**config.mk**
```make
export PLATFORM = sky130hd
export DESIGN_NAME = irq_event_coalescer
export DESIGN_NICKNAME = d
export VERILOG_FILES = /design/src/rtl/irq_event_coalescer.sv
export SDC_FILE = /design/constraint.sdc
export NUM_CORES = 1
export LEC_CHECK = 0
export ABC_AREA = 1
export CORE_ASPECT_RATIO = 1.75
export CORE_MARGIN = 3
export CORE_UTILIZATION = 40
export DETAILED_ROUTE_END_ITERATION = 8
export DONT_BUFFER_PORTS = 1
export SLEW_MARGIN = 40
export SYNTH_ARGS = -nofsm -noshare
export SYNTH_HDL_FRONTEND = slang
export SYNTH_SLANG_ARGS = --single-unit
```
**constraint.sdc**
```tcl
create_clock -name sclk -period 38.2 [get_ports sclk]
set_clock_uncertainty 0.2 [all_clocks]
set_input_delay 3.82 -clock sclk [delete_from_list [all_inputs] [get_ports sclk]]
set_output_delay 3.82 -clock sclk [all_outputs]
set_load 0.01 [all_outputs]
```
**src/rtl/irq_event_coalescer.sv**
```systemverilog
// irq_event_coalescer: per-channel event coalescing, pulse shaping and holdoff
// ahead of the 16-input vectored interrupt controller. All state changes on the
// falling edge of sclk; rst clears everything immediately.
module irq_event_coalescer #(
    parameter int PULSE_W = 4,
    parameter int HOLD_W  = 8
) (
    input  logic        sclk,
    input  logic        rst,
    input  logic        wen,
    input  logic [1:0]  wa,
    input  logic [15:0] di,
    input  logic [15:0] ev,
    output logic [15:0] irq_out,
    output logic [15:0] ovf,
    output logic [15:0] pend
);

    // One timer serves both the pulse length and the holdoff wait.
    localparam int TMR_W = (HOLD_W > 4) ? HOLD_W : 4;

    typedef enum logic [1:0] {
        ST_COUNT = 2'd0,
        ST_PULSE = 2'd1,
        ST_HOLD  = 2'd2
    } state_t;

    logic        wen_q;
    logic [1:0]  wa_q;
    logic [15:0] di_q;
    logic [15:0] enable_q;
    logic [15:0] flush_vec;

    // Register the write port; the decoded write lands one edge later.
    always_ff @(negedge sclk or posedge rst) begin
        if (rst) begin
            wen_q <= 1'b0;
            wa_q  <= 2'd0;
            di_q  <= 16'h0000;
        end else begin
            wen_q <= wen;
            wa_q  <= wa;
            di_q  <= di;
        end
    end

    // Enable mask is written as a whole word.
    always_ff @(negedge sclk or posedge rst) begin
        if (rst) begin
            enable_q <= 16'h0000;
        end else if (wen_q && (wa_q == 2'd2)) begin
            enable_q <= di_q;
        end
    end

    assign flush_vec = (wen_q && (wa_q == 2'd3)) ? di_q : 16'h0000;

    generate
        for (genvar gi = 0; gi < 16; gi++) begin : g_ch
            logic [3:0]        thr_q;
            logic [HOLD_W-1:0] hold_q;
            logic [3:0]        cnt_q;
            logic [3:0]        cnt_d;
            logic [3:0]        cnt_next;
            logic [3:0]        thr_eff;
            logic [TMR_W-1:0]  tmr_q;
            state_t            state_q;
            logic              irq_q;
            logic              ovf_q;
            logic              pend_q;
            logic              sel;
            logic              ev_ok;
            logic              sat;
            logic              fire;

            assign sel = (di_q[11:8] == 4'(gi));

            // Saturating event count, threshold compare and post-fire remainder.
            always_comb begin
                ev_ok    = ev[gi] & enable_q[gi];
                sat      = ev_ok && (cnt_q == 4'hF);
                cnt_next = (ev_ok && !sat) ? cnt_q + 4'd1 : cnt_q;
                thr_eff  = (thr_q == 4'd0) ? 4'd1 : thr_q;
                fire     = (state_q == ST_COUNT) && (cnt_next >= thr_eff);
                cnt_d    = fire ? cnt_next - thr_eff : cnt_next;
            end

            // Per-channel threshold and holdoff configuration.
            always_ff @(negedge sclk or posedge rst) begin
                if (rst) begin
                    thr_q  <= 4'd1;
                    hold_q <= '0;
                end else if (wen_q && sel) begin
                    if (wa_q == 2'd0) thr_q  <= di_q[3:0];
                    if (wa_q == 2'd1) hold_q <= di_q[HOLD_W-1:0];
                end
            end

            // Channel FSM with count, sticky overflow and flopped outputs.
            always_ff @(negedge sclk or posedge rst) begin
                if (rst) begin
                    state_q <= ST_COUNT;
                    cnt_q   <= 4'd0;
                    tmr_q   <= '0;
                    irq_q   <= 1'b0;
                    ovf_q   <= 1'b0;
                    pend_q  <= 1'b0;
                end else if (flush_vec[gi]) begin
                    // Flush wins over a coincident event and may cut a pulse short.
                    state_q <= ST_COUNT;
                    cnt_q   <= 4'd0;
                    tmr_q   <= '0;
                    irq_q   <= 1'b0;
                    ovf_q   <= 1'b0;
                    pend_q  <= 1'b0;
                end else begin
                    // Output trails the state by one edge so it comes straight off a flop.
                    irq_q  <= (state_q == ST_PULSE);
                    cnt_q  <= cnt_d;
                    pend_q <= (cnt_d != 4'd0);
                    if (sat) ovf_q <= 1'b1;
                    case (state_q)
                        ST_COUNT: begin
                            if (fire) begin
                                state_q <= ST_PULSE;
                                tmr_q   <= TMR_W'(PULSE_W);
                            end
                        end
                        ST_PULSE: begin
                            if (tmr_q == TMR_W'(1)) begin
                                if (hold_q == '0) begin
                                    state_q <= ST_COUNT;
                                end else begin
                                    state_q <= ST_HOLD;
                                    tmr_q   <= TMR_W'(hold_q);
                                end
                            end else begin
                                tmr_q <= tmr_q - TMR_W'(1);
                            end
                        end
                        ST_HOLD: begin
                            if (tmr_q == TMR_W'(1)) begin
                                state_q <= ST_COUNT;
                            end else begin
                                tmr_q <= tmr_q - TMR_W'(1);
                            end
                        end
                        default: state_q <= ST_COUNT;
                    endcase
                end
            end

            assign irq_out[gi] = irq_q;
            assign ovf[gi]     = ovf_q;
            assign pend[gi]    = pend_q;
        end
    endgenerate

endmodule
```
==> results of run 1 <==
tightest hold or removal path, stage by stage (launching register included):
cell and delay [ns]:
dfrtn_1 0.40, nand2_1 0.05, nand2_1 0.06
worst min-delay path by stage:
stage	start	end	slack (ns)
after floorplan	g_ch[10].tmr_q[3]$_DFFE_NP0P_	g_ch[10].tmr_q[3]$_DFFE_NP0P_	0.21
after global placement	g_ch[4].tmr_q[1]$_DFFE_NP0P_	g_ch[4].tmr_q[1]$_DFFE_NP0P_	0.22
after detailed placement	g_ch[4].tmr_q[1]$_DFFE_NP0P_	g_ch[4].tmr_q[1]$_DFFE_NP0P_	0.23
after CTS	g_ch[4].tmr_q[1]$_DFFE_NP0P_	g_ch[4].tmr_q[1]$_DFFE_NP0P_	0.23
after global routing	enable_q[4]$_DFFE_NP0P_	enable_q[4]$_DFFE_NP0P_	0.25
final	g_ch[4].tmr_q[1]$_DFFE_NP0P_	g_ch[4].tmr_q[1]$_DFFE_NP0P_	0.23
per-stage QoR:
stage                     setup WS [ns]  instance area [um2]  utilization [%]  hold WS [ns]
after floorplan                    1.56                30900                -         0.209
after global placement            12.64                31600             41.4         0.223
after detailed placement          12.58                31600             41.4         0.226
after CTS                         13.22                33500             44.0         0.229
after global routing              12.85                33500             44.0         0.250
final                             13.18                33500             44.0         0.228
layout make-up:
class / count / share of cell area (%)
Timing Repair Buffer: 16 / 0.425
Sequential cell: 499 / 37.3
Tap cell: 1020 / 3.80
Clock buffer: 74 / 5.00
Multi-Input combinational cell: 3146 / 46.9
Clock inverter: 37 / 0.768
Inverter: 521 / 5.86
Antenna cell: 1 / 0.00746
state kept, by name, summed over array words and instances (netlist names):
register,cells
di_q,16
enable_q,16
g_ch.cnt_q,64
g_ch.hold_q,128
g_ch.irq_q,16
g_ch.ovf_q,16
g_ch.pend_q,16
g_ch.state_q,32
g_ch.thr_q,64
g_ch.tmr_q,128
wa_q,2
wen_q,1
metal layers:
layer | part of all wire (%) | vias up | global-route usage [%] | wire (um)
met1 | 41 | 12500 | 22.7 | 33000
met2 | 53 | 371 | 39.1 | 43300
li1 | - | 13400 | - | -
met5 | 0 | - | 0 | 0
met4 | 2.7 | 0 | 5.75 | 2180
met3 | 3.4 | 119 | 2.58 | 2790
layout by cell type (no fill, tap or decap), types with 4 or more instances in the layout:
cell type,synthesis,layout
inv_4,0,4
nor2_2,13,13
a21oi_1,57,57
dfstp_2,16,16
nand3_1,305,304
a31o_2,16,16
a31oi_1,23,23
nand4_1,54,54
clkinv_2,0,5
buf_6,1,6
or2_2,9,9
clkbuf_1,58,5
a21boi_0,9,9
nand2_1,1488,1488
o21bai_1,5,5
o21ai_0,375,375
nand2_2,4,4
clkbuf_8,0,6
ha_1,161,161
fa_1,16,16
buf_4,55,10
inv_1,508,520
clkbuf_16,0,63
nor2_1,416,416
nand3b_1,37,37
o21ai_1,21,21
nor2_4,12,12
inv_2,13,16
nor3_1,10,10
xnor2_1,28,28
dfrtn_1,483,483
xor2_1,66,66
logic make-up after synthesis:
kind of cell             count (synthesis)  share of synthesized area [%]
AND/OR/NAND/NOR                       2362                           31.9
buffers and inverters                  642                           8.58
AO/OA/AOI/OAI                          512                           8.76
flip-flops                             499                           40.5
adder cells (fa/ha/maj)                177                           7.57
XOR/XNOR                                94                           2.67
multiplexers                             1                         0.0365
power groups by stage:
stage          logic [uW]  registers [uW]  clock network, uW
2_1_floorplan        1130             787               2.73
3_3_place_gp         1350             848               2.73
3_5_place_dp         1360             848               2.73
4_1_cts              1370             841                580
5_1_grt              1590             860                598
6_report             1360             839                563
==> results.md, run 1 <==
- Clock latency on the worst-skew pair: 0.65 ns
- Via count: 26400
- Cell taking the most area after synthesis: dfrtn_1
- FF/Latch Area: around 0.013 mm2
- Post-synth top cells: nand2_1 (1488), inv_1 (508), dfrtn_1 (483)
- Worst Hold Class: flip-flop to flip-flop
- Primary FF master, synth: dfrtn_1
- Psw: 1260 uW
- R2r setup slk: 34.97 ns
- Number of synthesized flops with an enable pin: 0
- Arr. time, crit path: 6.13 ns
- Critical path origin: ev[6]
- Fin. Hold Viols: 0
- Slowest stage cell, crit path: fa_1
- Die Wd: 216 um
- Slew margin rel.: between 40% and 50%
- Status: finished, final reports clean
- Syn_nets: 4501
- Area Overhead vs Synth: 8.71%
- CP endpoint kind: flip-flop
- Clock sinks: around 500
- CP endpoint: g_ch[6].tmr_q[6]$_DFFE_NP0P_
- Vias in the first global route: 26300
- Num CTS Buffers: 51
- Ys Warns: 0
- Top-count cell post-synth: nand2_1
- Clock root cell: clkbuf_16
- GRT overflow: 0
- Total wire length: 81300 um
- # port buffers: 0
- Die area: 0.0806 mm2
- VDD IR-drop max: 0.0449 mV
- R2r endpoint: g_ch[6].tmr_q[6]$_DFFE_NP0P_
- Clock Power Share: just over 20%
- WP depth: 14
- Hpwl dp: 58400 um
- CTS resizes: 0
- Worst stage delay on the critical path: just over 0.4 ns
- First-pass GRT wire length: between 100000 and 150000 um
- Initial antenna violation count: 2
- Top area cells in the synthesized netlist: dfrtn_1 (39%), nand2_1 (18%), ha_1 (6.5%), inv_1 (6.2%), o21ai_0 (6.1%)
- Average wire per standard cell: approximately 15 um
- ANT nets after route: 0
- RSZ-0062 raised after global routing: no
- Leakage: 0.0175 uW
- Gate count of the mapped netlist: approximately 4300
- Multi-input gate area: 0.0157 mm2
- Endpoints failing setup: 0
- Switching Share: 45.7%
- CTS tree: built
- Inst Count DP: 5203
- Yosys cell types: 42
- Reg2reg path depth: 14
- Setup_tns: 0 ns
- H-Tree Depth: 2
- Worst EP required: 19.31 ns
- Share of cells above drive strength 1: 4.82%
- Vias per Instance: 4.98
- Mapped cell area: slightly above 0.03 mm2
- Largest net degree at the start of global routing: 95
- Final Slew Violations: 0
- CP bufs+invs: 1
- Clock tree buffer depth: 3
- Postcts setup bufs: 0
- Slew @ Worst Pin: 0.787 ns
- Fillers: 7872
- Core ar.: 0.0763 mm2
- Power density cells: roughly 82 mW/mm2
- Drt initial violations: 1487
- Nets: roughly 4500
- Hold path cells: 2
- Post-route insts no fill: 5314
- Cell family contributing the most delay on the critical path: simple AND/OR/NAND/NOR gates
- Initial Utilization: 40.5%
- Async set-reset flop share out of synthesis: between 90% and 100%
- Reg clk slew, reported paths: 0.05 ns
- Total global-route track usage: 20.1%
- Critical path type: primary input to flip-flop
- TritonRoute pass-1 iters: 6
- Routability Congestion: 0.893
- Max-cap violations: 0
- Seq pwr share: 30.4%
- Logic pwr share: 49.3%
- Post-synth top area share: 39.2%
- Yosys reg bits: 499
- Critical path's most frequent cell: nand2_1
- Post-route DRC: 0
- Overall Power: 2760 uW
- Syn Area/Cell: 7.20 um2
- Hold_buf cts: 0
- RR Startpoint: g_ch[6].cnt_q[0]$_DFF_NP0_
- Count of boundary I/O pins: 85
- CP startpoint kind: primary input
- Power Internal: about 1500 uW
- Sequential area share after synthesis: around two fifths
- CP max FO: 14
- Die Ht: 373 um
- Cell breakdown of the critical path: nand2_1 -> inv_1 -> nand2_1 -> xor2_1 -> ha_1 -> fa_1 -> nor2_1 -> nor2_1 -> nand2_1 -> nand2_1 -> o21ai_1 -> nand3_1 -> nand2_1 -> o21ai_0
- Row count: 134
(Power assumes the default switching activity.)
==> run 2, diff against run 1 <==
--- a/config.mk
+++ b/config.mk
@@ -5,7 +5,7 @@
 export SDC_FILE = /design/constraint.sdc
 export NUM_CORES = 1
 export LEC_CHECK = 0
-export ABC_AREA = 1
+export ABC_AREA = 0
 export CORE_ASPECT_RATIO = 1.75
 export CORE_MARGIN = 3
 export CORE_UTILIZATION = 40
==> constraint.sdc (replaced) <==
create_clock -name sclk -period 25.8 [get_ports sclk]
set_clock_uncertainty 0.2 [all_clocks]
set_input_delay 2.58 -clock sclk [delete_from_list [all_inputs] [get_ports sclk]]
set_output_delay 2.58 -clock sclk [all_outputs]
set_load 0.01 [all_outputs]
==> run 2 against run 1 <==
Effect of this change:
- sequential power grew 51%
- final area decreased by 5.6%
- clock-buffer cell count shrank 8
- die area is 5.7% lower
- via count down 17%
- worst hold slack gained 0.0023 ns
- area after synthesis decreased by 5.8%
- critical path type unchanged
==> results.md, run 2 <==
- # port buffers: 0 (unchanged)
- Primary FF master, synth: dfrtn_1
- Critical path origin: ev[8]
- Worst EP required: 13.13 ns (-6.18 ns)
- Final worst setup slack: 7.97 ns (-5.21 ns)
- Fin. Hold Viols: 0 (unchanged)
- Routability Congestion: 0.886 (-0.83%)
- GRT overflow: 0 (unchanged)
- Average wire per standard cell: 18.6 um (+22%)
- Sequential area share after synthesis: 43.0% (+2.5 points)
- Row count: 130 (-3.0%)
- Yosys cell types: 88 (+110%)
- Final Slew Violations: 0 (unchanged)
- Num CTS Buffers: 51 (unchanged)
- Yosys reg bits: 499 (unchanged)
- Via count: 21900 (-17%)
- Share of cells above drive strength 1: 15.0% (+10 points)
- Critical path type: primary input to flip-flop
- R2r endpoint: g_ch[8].tmr_q[1]$_DFFE_NP0P_
- Initial Utilization: 40.4% (about the same)
- Hold Path End: g_ch[15].tmr_q[1]$_DFFE_NP0P_
- RR Startpoint: g_ch[8].cnt_q[0]$_DFF_NP0_
- Initial antenna violation count: 0 (-2)
- Number of synthesized flops with an enable pin: 0 (unchanged)
- Core ar.: 0.0719 mm2 (-5.8%)
- Hold_buf cts: 0 (unchanged)
- CP endpoint kind: flip-flop
- Post-synth top cells: dfrtn_1 (483), nand2_1 (268), nor2_1 (258)
- Clock root cell: clkbuf_16
- R2r setup slk: 22.32 ns (-12.65 ns)
- Clock sinks: 499 (unchanged)
- Endpoints failing setup: 0 (unchanged)
- Top-count cell post-synth: dfrtn_1
- Vias in the first global route: 23200 (-12%)
- Top area cells in the synthesized netlist: dfrtn_1 (42%), mux2_2 (9.6%), ha_1 (6.9%), nand2_1 (3.5%), nor2_1 (3.3%)
- Reg clk slew, reported paths: 0.05 ns (about the same)
- H-Tree Depth: 2 (unchanged)
- TritonRoute pass-1 iters: 5 (-1)
- Die Wd: 210 um (-2.9%)
- Clock latency on the worst-skew pair: 0.64 ns (about the same)
- Syn Area/Cell: 9.87 um2 (+37%)
- Die Ht: 363 um (-2.9%)
- Worst Hold Class: flip-flop to flip-flop
- Gate count of the mapped netlist: 2943 (-31%)
- Max-cap violations: 0 (unchanged)
- Mapped cell area: 0.0291 mm2 (-5.8%)
- Setup_tns: 0 ns (unchanged)
- CTS resizes: 0 (unchanged)
- Leakage: 0.0142 uW (-19%)
- ANT nets after route: 0 (unchanged)
- Syn_nets: 3157 (-30%)
- CP max FO: 7 (-7)
- Switching Share: 41.7% (-4.0 points)
- Arr. time, crit path: 5.16 ns (-0.97 ns)
- Drt initial violations: 1082 (-27%)
- Clock Power Share: 20.1% (-0.3 points)
- Vias per Instance: 5.67 (+14%)
- Power density cells: 130 mW/mm2 (+58%)
- Slowest stage cell, crit path: fa_1
- First-pass GRT wire length: 118000 um (-11%)
- Reg2reg path depth: 12 (-2)
- Postcts setup bufs: 0 (unchanged)
- Die area: 0.0760 mm2 (-5.7%)
- Nets: 3109 (-30%)
- Top Registers: g_ch.hold_q x128, g_ch.tmr_q x128
- Post-route DRC: 0 (unchanged)
- Most frequent cells in the layout: dfrtn_1 (483), nand2_1 (268), nor2_1 (258), mux2_2 (247), inv_1 (203)
- Status: finished, final reports clean
- Area Overhead vs Synth: 8.94%
- Largest net degree at the start of global routing: 98 (+3.2%)
- Logic pwr share: 49.0% (-0.3 points)
- Pre-CTS setup slack: 7.40 ns (-5.18 ns)
- Slew @ Worst Pin: 0.805 ns (+0.0173 ns)
- Critical path's most frequent cell: and2_1
- Hold path cells: 2 (unchanged)
- Hold Path Origin: g_ch[15].tmr_q[1]$_DFFE_NP0P_
- Psw: 1710 uW (+36%)
- Power Internal: 2400 uW (+60%)
- VDD IR-drop max: 0.0672 mV (+50%)
- Worst stage delay on the critical path: 0.41 ns (about the same)
- Total wire length: 71900 um (-11%)
- Overall Power: 4110 uW (+49%)
- Cell breakdown of the critical path: and2_1 -> nand2_1 -> xor2_1 -> ha_1 -> fa_1 -> a21boi_0 -> o211ai_1 -> nor2_1 -> or3_1 -> and2_1 -> a22o_1
- Count of boundary I/O pins: 85 (unchanged)
- Total global-route track usage: 18.8% (-1.3 points)
- Ys Warns: 0 (unchanged)
- Commonest non-fill, non-tap cell in the layout: dfrtn_1
- CTS tree: built
- RSZ-0062 raised after global routing: no
- Slew margin rel.: 45.9% (-1.1 points)
- CP startpoint kind: primary input
- Hpwl dp: 51800 um (-11%)
- Post-synth top area share: 41.6% (+2.4 points)
- Cell taking the most area after synthesis: dfrtn_1
- Async set-reset flop share out of synthesis: 100% (unchanged)
- Clock tree buffer depth: 3 (unchanged)
- Seq pwr share: 30.9% (+0.5 points)
==> run 2: changes by cell type in the layout (fill, tap and decap cells not counted), moves of 45 or more <==
cell	previous run	this run
inv_1	520	203
nor3_1	10	67
mux2i_1	0	52
nand2_1	1488	268
a21oi_1	57	154
nand3_1	304	47
mux2_2	1	247
nor2_1	416	258
o21ai_0	375	147
nor4_1	0	45
==> run 2: cell families after synthesis <==
family	Yosys count	share of synthesized area, %
xor+xnor	100	3.01
simple gates	919	15.3
mux	300	11.4
buf+inv	322	4.92
compound gates	626	14.2
fa+ha+maj	177	8.04
flops	499	43.0
==> run 2: power groups by stage <==
stage	sequential, uW	combinational (uW)	clock [uW]
2_1_floorplan	1190	1680	4.04
3_3_place_gp	1270	1930	4.04
3_5_place_dp	1280	2010	4.04
4_1_cts	1270	2020	855
5_1_grt	1300	2280	886
6_report	1270	2020	827
==> run 2: worst max-delay path: cells and delay by family <==
family	cells	cell delay, ns
AND/OR/NAND/NOR	5	1.03
AO/OA/AOI/OAI	3	0.72
adder cells (fa/ha/maj)	2	0.65
XOR/XNOR	1	0.18
==> run 2: worst max path at each step <==
stage / endpoint / slack [ns] / cells past startpoint
after global routing: g_ch[8].tmr_q[1]$_DFFE_NP0P_ / 7.81 / 11
after detailed placement: g_ch[8].tmr_q[1]$_DFFE_NP0P_ / 7.40 / 11
final: g_ch[8].tmr_q[1]$_DFFE_NP0P_ / 7.97 / 11
after floorplan: di_q[0]$_DFF_NP0_ / 3.59 / 1
after global placement: g_ch[8].tmr_q[4]$_DFFE_NP0P_ / 7.44 / 11
after CTS: g_ch[8].tmr_q[1]$_DFFE_NP0P_ / 8.02 / 11
==> run 2: routing by layer <==
layer	track usage (%)	share of wire [%]
met2	36.0	54
met4	7.57	4.0
met5	0	0
met1	20.5	39
met3	2.75	3.5
==> run 2: area by class of cell <==
type                       instances  area (um2)
antenna                            1        2.50
clock buffer                      66        1450
clock inverter                    44         458
fill                            6826       40200
inverter                         188         709
multi-input combinational       2122       15200
sequential                       499       12500
tap                              924        1160
timing repair buffer              17         206
==> run 2: through the flow <==
step / hold slack, ns / utilization [%] / instance area [um2] / std cells
6_report: 0.230 / 44.0 / 31700 / 3861
5_1_grt: 0.261 / 44.0 / 31700 / 3860
4_1_cts: 0.235 / 44.0 / 31600 / 3860
3_5_place_dp: 0.236 / 41.4 / 29700 / 3751
3_3_place_gp: 0.233 / 41.2 / 29600 / 3748
2_1_floorplan: 0.210 / - / 29100 / 2943
==> run 3, diff against run 2 <==
==> constraint.sdc (replaced) <==
create_clock -name sclk -period 18.5 [get_ports sclk]
set_clock_uncertainty 0.2 [all_clocks]
set_input_delay 1.85 -clock sclk [delete_from_list [all_inputs] [get_ports sclk]]
set_output_delay 1.85 -clock sclk [all_outputs]
set_load 0.01 [all_outputs]
==> run 3 against run 2 <==
Effect of this change:
- largest power group unchanged
- worst hold slack gained 0.014 ns
- global-route usage shrank 0.15 points
- clock power grew 43%
- first-iteration DRC count grew 11%
- highest routed layer unchanged
- largest cell class unchanged
==> results.md, run 3 (same netlist as run 2, synthesis figures left out) <==
- Status: finished, final reports clean
- Vias per Instance: 5.65 (-0.31%)
- Initial Utilization: 40.4% (unchanged)
- Post-route insts no fill: 3865 (+0.10%)
- Nets: 3113 (+0.13%)
- Top Registers: g_ch.hold_q x128, g_ch.tmr_q x128
- Fin. Hold Viols: 0 (unchanged)
- Total wire length: 71700 um (-0.29%)
- Count of boundary I/O pins: 85 (unchanged)
- CP bufs+invs: 0 (unchanged)
- CP endpoint kind: flip-flop
- Drt initial violations: 1201 (+11%)
- Critical path origin: ev[8]
- Slew @ Worst Pin: 0.827 ns (+0.0228 ns)
- GRT overflow: 0 (unchanged)
- Reg clk slew, reported paths: 0.05 ns (about the same)
- Hold_buf cts: 0 (unchanged)
- Worst Hold Class: flip-flop to flip-flop
- Max-cap violations: 0 (unchanged)
- Core ar.: 0.0719 mm2 (unchanged)
- Hold Path Origin: enable_q[10]$_DFFE_NP0P_
- Leakage: 0.0143 uW (+0.21%)
- Post-layout util: 44.1% (+0.057 points)
- Average wire per standard cell: 18.6 um (-0.40%)
- Critical path's most frequent cell: and2_1
- Row count: 130 (unchanged)
- Worst stage delay on the critical path: 0.41 ns (about the same)
- Slowest stage cell, crit path: fa_1
- Initial antenna violation count: 1 (+1)
- Clock tree buffer depth: 3 (unchanged)
- Clock latency on the worst-skew pair: 0.65 ns (about the same)
- Endpoints failing setup: 0 (unchanged)
- Die Ht: 363 um (unchanged)
- Postcts setup bufs: 0 (unchanged)
- Die area: 0.0760 mm2 (unchanged)
- Via count: 21800 (-0.21%)
- Clock Power Share: 20.4% (+0.3 points)
- Hpwl dp: 50900 um (-1.8%)
- Die Wd: 210 um (unchanged)
- Logic pwr share: 48.9% (about the same)
- Num CTS Buffers: 50 (-2.0%)
- ANT nets after route: 0 (unchanged)
- Slew margin rel.: 44.4% (-1.4 points)
- Total global-route track usage: 18.6% (-0.15 points)
- VDD IR-drop max: 0.0759 mV (+13%)
- Post-route DRC: 0 (unchanged)
- Share of cells above drive strength 1: 15.1% (+0.15 points)
- Arr. time, crit path: 4.42 ns (-0.74 ns)
- CP max FO: 7 (unchanged)
- Critical path type: primary input to flip-flop
- Final Slew Violations: 0 (unchanged)
- Worst EP required: 9.48 ns (-3.65 ns)
- CTS resizes: 0 (unchanged)
- RR Startpoint: g_ch[8].cnt_q[0]$_DFF_NP0_
- H-Tree Depth: 2 (unchanged)
- CP startpoint kind: primary input
- Seq pwr share: 30.7% (-0.2 points)
- First-pass GRT wire length: 116000 um (-1.3%)
- Commonest non-fill, non-tap cell in the layout: dfrtn_1
- Setup_tns: 0 ns (unchanged)
- CTS tree: built
- Clock sinks: 499 (unchanged)
- Most frequent cells in the layout: dfrtn_1 (483), nand2_1 (268), nor2_1 (258), mux2_2 (247), inv_1 (203)
- TritonRoute pass-1 iters: 5 (unchanged)
- Power Internal: 3350 uW (+40%)
- Cell family contributing the most delay on the critical path: simple AND/OR/NAND/NOR gates
- Routability Congestion: 0.896 (+1.1%)
- Largest net degree at the start of global routing: 150 (+53%)
- Power density cells: 182 mW/mm2 (+40%)
- RSZ-0062 raised after global routing: no
- Vias in the first global route: 22800 (-1.8%)
- Inst Count DP: 3754 (+0.080%)
- # port buffers: 0 (unchanged)
- Switching Share: 41.8% (+0.070 points)
- Cell breakdown of the critical path: and2_1 -> nand2_1 -> xor2_1 -> ha_1 -> fa_1 -> a21boi_0 -> o211ai_1 -> nor2_1 -> or3_1 -> and2_1 -> a22o_1
- Area Overhead vs Synth: 9.08%
- Clock root cell: clkbuf_16
- Psw: 2400 uW (+40%)
[run 3: final cells by class]
class | count | area, um2
multi-input combinational | 2122 | 15200
fill | 6803 | 40200
tap | 924 | 1160
sequential | 499 | 12500
timing repair buffer | 22 | 230
antenna | 1 | 2.50
inverter | 188 | 709
clock buffer | 61 | 1390
clock inverter | 48 | 538
[run 3: path summary, 6_finish.rpt]
kind	cells after the start	slack, ns	end
min in group asynchronous	1	10.03	g_ch[5].cnt_q[1]$_DFF_NP0_
worst min register to register	1	0.24	enable_q[10]$_DFFE_NP0P_
worst max-delay path	11	5.06	g_ch[8].tmr_q[7]$_DFFE_NP0P_
worst min-delay path	1	0.24	enable_q[10]$_DFFE_NP0P_
worst max register to register	12	14.99	g_ch[8].tmr_q[7]$_DFFE_NP0P_
max in group asynchronous	4	6.17	g_ch[3].thr_q[0]$_DFFE_NP1P_
[run 3: per-layer routing]
metal  wire (um)  GRT usage [%]  share of wire (%)
met2       38100           35.4                 53
met4        2910           7.64                4.1
met3        2690           2.77                3.7
met5           0              0                  0
met1       28000           20.5                 39
[run 3: metrics by stage]
step	cell area [um2]	power [uW]	setup WS [ns]	hold WS, ns
2_1_floorplan	29100	4010	0.666	0.210
3_3_place_gp	29700	4470	4.55	0.236
3_5_place_dp	29700	4570	4.49	0.247
4_1_cts	31600	5790	5.13	0.247
5_1_grt	31700	6240	4.93	0.270
6_report	31700	5760	5.06	0.245
[run 3: power groups by stage]
stage          Combinational (uW)  Sequential, uW  Clock (uW)
6_report                     2810            1770        1180
5_1_grt                      3170            1810        1260
4_1_cts                      2810            1760        1220
3_5_place_dp                 2790            1780        5.63
3_3_place_gp                 2690            1770        5.63
2_1_floorplan                2350            1660        5.63
